**config.mk**
```make
export PLATFORM = sky130hd
export DESIGN_NAME = bt_cmd_receiver
export DESIGN_NICKNAME = d
export VERILOG_FILES = /design/src/rtl/bt_cmd_pkg.sv /design/src/rtl/uart_rx_core.sv /design/src/rtl/bt_cmd_receiver.sv
export SDC_FILE = /design/constraint.sdc
export NUM_CORES = 1
export LEC_CHECK = 0
export CAP_MARGIN = 20
export CELL_PAD_IN_SITES_DETAIL_PLACEMENT = 1
export CELL_PAD_IN_SITES_GLOBAL_PLACEMENT = 2
export CORE_ASPECT_RATIO = 1.5
export CORE_MARGIN = 2
export CORE_UTILIZATION = 30
export CTS_CLUSTER_SIZE = 16
export DETAILED_ROUTE_END_ITERATION = 7
export HOLD_SLACK_MARGIN = 0.03
export PLACE_DENSITY = 0.74
export RECOVER_POWER = 25
export SETUP_SLACK_MARGIN = 0.1
export SYNTH_ARGS = -nofsm -noshare
export SYNTH_HDL_FRONTEND = slang
export SYNTH_SLANG_ARGS = --single-unit
export TNS_END_PERCENT = 1
```
**constraint.sdc**
```tcl
create_clock -name clk -period 4.7 [get_ports clk]
set_input_delay 0.94 -clock clk [delete_from_list [all_inputs] [get_ports clk]]
set_output_delay 0.94 -clock clk [all_outputs]
set_load 0.01 [all_outputs]
```
**src/rtl/bt_cmd_pkg.sv**
```systemverilog
// Shared types and constants for the Bluetooth command receiver:
// receiver FSM states, command byte encodings and rx_data bit positions.
package bt_cmd_pkg;

  typedef enum logic [2:0] {
    S_IDLE,
    S_START,
    S_DATA,
    S_STOP,
    S_WAIT_HIGH
  } rx_state_t;

  localparam logic [7:0] CMD_ON_BASE  = 8'h30;
  localparam logic [7:0] CMD_OFF_BASE = 8'h61;
  localparam logic [7:0] CMD_ALL_OFF  = 8'h78;

  localparam logic [3:0] RX_DATA_IDLE = 4'hF;

  localparam logic [1:0] BIT_MOTOR1 = 2'd0;
  localparam logic [1:0] BIT_MOTOR2 = 2'd1;
  localparam logic [1:0] BIT_LUZ    = 2'd2;
  localparam logic [1:0] BIT_SPARE  = 2'd3;

endpackage

```
**src/rtl/uart_rx_core.sv**
```systemverilog
// 8N1 receiver: 2-FF input synchronizer, oversampling tick divider and framing FSM.
// byte_strobe/stop_err are single-cycle decodes of the STOP-bit sample tick.
//
// state       | meaning
// S_IDLE      | line idle, waiting for a low sample on a tick
// S_START     | validating start bit at mid-bit
// S_DATA      | sampling 8 data bits LSB first at mid-bit
// S_STOP      | sampling stop bit
// S_WAIT_HIGH | framing error seen, waiting for the line to return high
module uart_rx_core
  import bt_cmd_pkg::*;
#(
  parameter int CLK_HZ = 50_000_000,
  parameter int BAUD   = 9600,
  parameter int OVS    = 16
) (
  input  logic       clk,
  input  logic       rst_n,
  input  logic       rx,
  output logic [7:0] byte_data,
  output logic       byte_strobe,
  output logic       stop_err
);

  localparam int DIV = (CLK_HZ + (BAUD * OVS) / 2) / (BAUD * OVS);
  localparam int DW  = (DIV > 1) ? $clog2(DIV) : 1;
  localparam logic [3:0] TC_HALF = 4'(OVS / 2 - 1);
  localparam logic [3:0] TC_LAST = 4'(OVS - 1);

  logic          rx_meta, rxs;
  logic [DW-1:0] div_cnt;
  logic          tick;
  rx_state_t     state;
  logic [3:0]    tc;
  logic [2:0]    bi;
  logic [7:0]    shift;
  logic          stop_sample;

  always_ff @(posedge clk or negedge rst_n) begin
    if (!rst_n) begin
      rx_meta <= 1'b1;
      rxs     <= 1'b1;
    end else begin
      rx_meta <= rx;
      rxs     <= rx_meta;
    end
  end

  assign tick = (div_cnt == DW'(DIV - 1));

  always_ff @(posedge clk or negedge rst_n) begin
    if (!rst_n)    div_cnt <= '0;
    else if (tick) div_cnt <= '0;
    else           div_cnt <= div_cnt + 1'b1;
  end

  always_ff @(posedge clk or negedge rst_n) begin
    if (!rst_n) begin
      state <= S_IDLE;
      tc    <= '0;
      bi    <= '0;
      shift <= '0;
    end else begin
      case (state)
        S_IDLE: if (tick && !rxs) begin
          state <= S_START;
          tc    <= '0;
        end
        S_START: if (tick) begin
          if (tc == TC_HALF) begin
            // a line back high at mid start bit is a glitch, not a frame
            state <= rxs ? S_IDLE : S_DATA;
            tc    <= '0;
            bi    <= '0;
          end else begin
            tc <= tc + 4'd1;
          end
        end
        S_DATA: if (tick) begin
          if (tc == TC_LAST) begin
            shift[bi] <= rxs;
            tc        <= '0;
            if (bi == 3'd7) state <= S_STOP;
            else            bi    <= bi + 3'd1;
          end else begin
            tc <= tc + 4'd1;
          end
        end
        S_STOP: if (tick) begin
          if (tc == TC_LAST) begin
            state <= rxs ? S_IDLE : S_WAIT_HIGH;
            tc    <= '0;
          end else begin
            tc <= tc + 4'd1;
          end
        end
        S_WAIT_HIGH: if (rxs) state <= S_IDLE;
        default: state <= S_IDLE;
      endcase
    end
  end

  assign stop_sample = (state == S_STOP) && tick && (tc == TC_LAST);
  assign byte_strobe = stop_sample && rxs;
  assign stop_err    = stop_sample && !rxs;
  assign byte_data   = shift;

endmodule

```
**src/rtl/bt_cmd_receiver.sv**
```systemverilog
// Bluetooth command receiver: framed bytes from uart_rx_core are decoded into the
// latched active-low actuator word rx_data, with the Motor1/Motor2 interlock.
module bt_cmd_receiver
  import bt_cmd_pkg::*;
#(
  parameter int CLK_HZ = 50_000_000,
  parameter int BAUD   = 9600,
  parameter int OVS    = 16
) (
  input  logic       clk,
  input  logic       rst_n,
  input  logic       rx,
  output logic [3:0] rx_data,
  output logic [7:0] rx_byte,
  output logic       byte_valid,
  output logic       frame_err,
  output logic       cmd_err
);

  logic [7:0] core_byte;
  logic       core_strobe, core_stop_err;
  logic [7:0] off_ofs;
  logic [3:0] dec_next;
  logic       dec_ok;

  uart_rx_core #(.CLK_HZ(CLK_HZ), .BAUD(BAUD), .OVS(OVS)) u_core (
    .clk        (clk),
    .rst_n      (rst_n),
    .rx         (rx),
    .byte_data  (core_byte),
    .byte_strobe(core_strobe),
    .stop_err   (core_stop_err)
  );

  assign off_ofs = core_byte - CMD_OFF_BASE;

  always_comb begin
    dec_ok   = 1'b1;
    dec_next = rx_data;
    if (core_byte >= CMD_ON_BASE && core_byte <= CMD_ON_BASE + 8'd3) begin
      dec_next[core_byte[1:0]] = 1'b0;
      // the two motors must never be commanded on together
      if (core_byte[1:0] == BIT_MOTOR1) dec_next[BIT_MOTOR2] = 1'b1;
      if (core_byte[1:0] == BIT_MOTOR2) dec_next[BIT_MOTOR1] = 1'b1;
    end else if (core_byte >= CMD_OFF_BASE && core_byte <= CMD_OFF_BASE + 8'd3) begin
      dec_next[off_ofs[1:0]] = 1'b1;
    end else if (core_byte == CMD_ALL_OFF) begin
      dec_next = RX_DATA_IDLE;
    end else begin
      dec_ok = 1'b0;
    end
  end

  always_ff @(posedge clk or negedge rst_n) begin
    if (!rst_n) begin
      rx_data    <= RX_DATA_IDLE;
      rx_byte    <= 8'h00;
      byte_valid <= 1'b0;
      frame_err  <= 1'b0;
      cmd_err    <= 1'b0;
    end else begin
      byte_valid <= core_strobe;
      frame_err  <= core_stop_err;
      cmd_err    <= core_strobe && !dec_ok;
      if (core_strobe) begin
        rx_byte <= core_byte;
        if (dec_ok) rx_data <= dec_next;
      end
    end
  end

endmodule
```
==> qor.csv <==
metric,value,unit
status,"complete, no violations",
# DRC,0,
setup TNS,0,ps
leakage power total,1.063,nW
"Design Area, Final",0.002610,mm2
Slew Limit Fails,0,
DRT Wirelength,5.029,mm
sequential area share after synthesis,0.4890,
WP data required,4930,ps
fraction of layout cells with a size suffix above 1,0.1281,
global route total overflow,0,
Worst Setup Path Type,reg -> reg,
initial antenna violation count,0,
Layout Area Growth over Synthesis,15.12,%
routed via count,1699,
dpl hpwl,3.665,mm
cts bufs inserted,5,
Max Cap Viol,0,
die area,0.008283,mm2
IO buf count,17,
Site Rows,38,
clock buffer depth,2,
first-pass GRT wire length,8.852,mm
clk slew on worst S/H paths,80,ps
normalized max-slew margin,0.1610,
"flops & latches, synth",44,
Final Wtd Congestion,0.7435,
CP Max Fanout,16,
# setup viols final,0,
synth unique cells,48,
pin count of the biggest net entering global routing,45,
synthesized area per cell,9.857,um2
Hold WS,358.7,ps
post-CTS sizing,0,
Placed Area,0.002487,mm2
DR WL/cell,14.70,um
Synth area leaders,"dfrtp_1 42%, dfstp_2 7.0%, nand2_1 6.3%",
Post-synth EDFFs,0,
core area,0.007274,mm2
RSZ-0062 raised after global routing,no,
fin cells,342,
Setup crit end kind,flop,
ANT cells,0,
clock sink count,44,
Iteration-0 DRC Markers,25,
"Power, Total",654.5,uW
WP data arrival,2580,ps
setup bufs post-CTS,0,
Post-synth top flop,dfrtp_1,
Synth Instances,230,
layout net count,250,
number of routed nets with antenna violations,0,
Ports,18,
Total GRT Usage,0.1385,
Syn. warnings,0,
Placed Cells,334,
asr flop ratio synth,1.000,
final worst path period need,2350,ps
type of the worst min-delay path,reg -> reg,
Die Ht,110.5,um
CTS tree,yes,
top-area cell type share of the netlist area,0.4194,
"Cell Area, Synth",0.002267,mm2
root buf cell,clkbuf_8,
P per Cell Area,250.8,mW/mm2
Skew-Pair Late Insertion Delay,310,ps
Layout fillers,851,
fmax,0.4255,GHz
Worst Tran Pin Value,1259,ps
CP Launch Type,flop,
worst vdd ir,0.1506,mV
CTS HTree Levels,2,
"Hold Vio Cnt, Final",0,
largest area contributor in the netlist,dfrtp_1,
DRT Pass-1 Iters,4,
final setup skew,6.288,ps
Die X,74.98,um
Final Cycle Share,0.5000,
"Net Count, Synth",238,
Via density,4.968,
vias in the first global route,1803,
initial core utilization,0.3117,
hold buffer count at CTS,0,
[critical path, cell delays in order, from the launching register on]
cell and delay [ps]:
dfrtp_1 420, inv_1 70, ha_1 180, nand4bb_4 120, or2_1 340, or3_4 520, inv_2 190, o211ai_2 140
a221oi_2 290
[cell usage after synthesis, types with 3 or more instances]
master / instances
a21oi_1: 5
and3_1: 3
clkbuf_1: 8
dfrtp_1: 38
dfstp_2: 6
ha_1: 5
inv_1: 9
mux2_2: 6
nand2_1: 38
nand2b_1: 3
nand3_1: 10
nand3b_1: 4
nand4_1: 3
nand4b_1: 4
nor2_1: 18
nor2b_1: 3
nor3_1: 4
o21ai_0: 11
o22ai_1: 3
o31ai_1: 4
or4b_2: 3
xnor2_1: 4
xor2_1: 3
[cells by family after synthesis]
| group | share of synthesized area |
|---|---|
| and+or+nand+nor | 0.2566 |
| DFF | 0.4890 |
| AOI/OAI and AO/OA | 0.1137 |
| buffers and inverters | 0.04746 |
| muxes | 0.03863 |
| xor gates and xnor gates | 0.02704 |
| adders and majority gates | 0.02759 |
[registers in the layout (all words and copies together) (netlist names), 2 cells and up, named ones only]
signal            count
rx_byte               8
rx_data               2
u_core.tc             4
u_core.bi             3
u_core.div_cnt        9
u_core.state          3
u_core.byte_data      8
[cell usage in the layout (no fill, tap or decap), types with 3 or more instances in the layout]
cell type	synthesis	routed
a21oi_1	5	5
and3_1	3	3
clkbuf_8	0	7
clkdlybuf4s50_1	0	15
dfrtp_1	38	38
dfstp_2	6	6
ha_1	5	5
inv_1	9	9
mux2_2	6	6
nand2_1	38	38
nand2b_1	3	3
nand3_1	10	10
nand3b_1	4	4
nand4_1	3	3
nand4b_1	4	4
nor2_1	18	18
nor2b_1	3	3
nor3_1	4	4
o21ai_0	11	11
o22ai_1	3	3
o31ai_1	4	4
or4b_2	3	3
xnor2_1	4	4
xor2_1	3	3
[where the power goes]
part           switching [mW]  leakage [nW]  internal (mW)
Clock                   0.130        0.0503          0.131
Combinational         0.00823         0.433        0.00323
Sequential            0.00171         0.579          0.380
[final timing paths]
kind | startpoint | to | slack [ps] | depth (start not counted)
min in group asynchronous | rst_n | rx_byte[7]$_DFFE_PN0P_ | 880 | 1
max in group asynchronous | rst_n | rx_data[2]$_DFFE_PN1P_ | 3030 | 2
hold / removal | u_core.rx_meta$_DFF_PN1_ | u_core.rxs$_DFF_PN1_ | 360 | 0
hold reg to reg | u_core.rx_meta$_DFF_PN1_ | u_core.rxs$_DFF_PN1_ | 360 | 0
setup / recovery | u_core.div_cnt[1]$_DFF_PN0_ | flop | 2350 | 8
setup reg to reg | u_core.div_cnt[1]$_DFF_PN0_ | flop | 2350 | 8
[final cells by class]
cell class | count | area [um2] | share of cell area
clock buffers | 7 | 96.34 | 0.03691
inverters | 10 | 37.54 | 0.01438
multi-input cells | 163 | 1051 | 0.4027
flip-flops and latches | 44 | 1109 | 0.4247
well taps | 100 | 125.1 | 0.04794
repair buffers | 18 | 191.4 | 0.07335
[through the flow]
step | setup WS (ps) | util
global placement | 2381 | 0.3419
floorplan | 2603 | -
CTS | 2315 | 0.3552
finish | 2350 | 0.3588
global route | 2094 | 0.3588
detailed placement | 2328 | 0.3419
[metal layers]
metal	GRT usage	routed length, um	up-vias	share of wire
li1	-	-	826	-
met1	0.1544	2057	842	0.41
met2	0.2404	2739	22	0.54
met3	0.03102	107	9	0.021
met4	0.06190	125	0	0.025
met5	0	0	-	0
No activity file was read; power rests on OpenSTA's default activity.
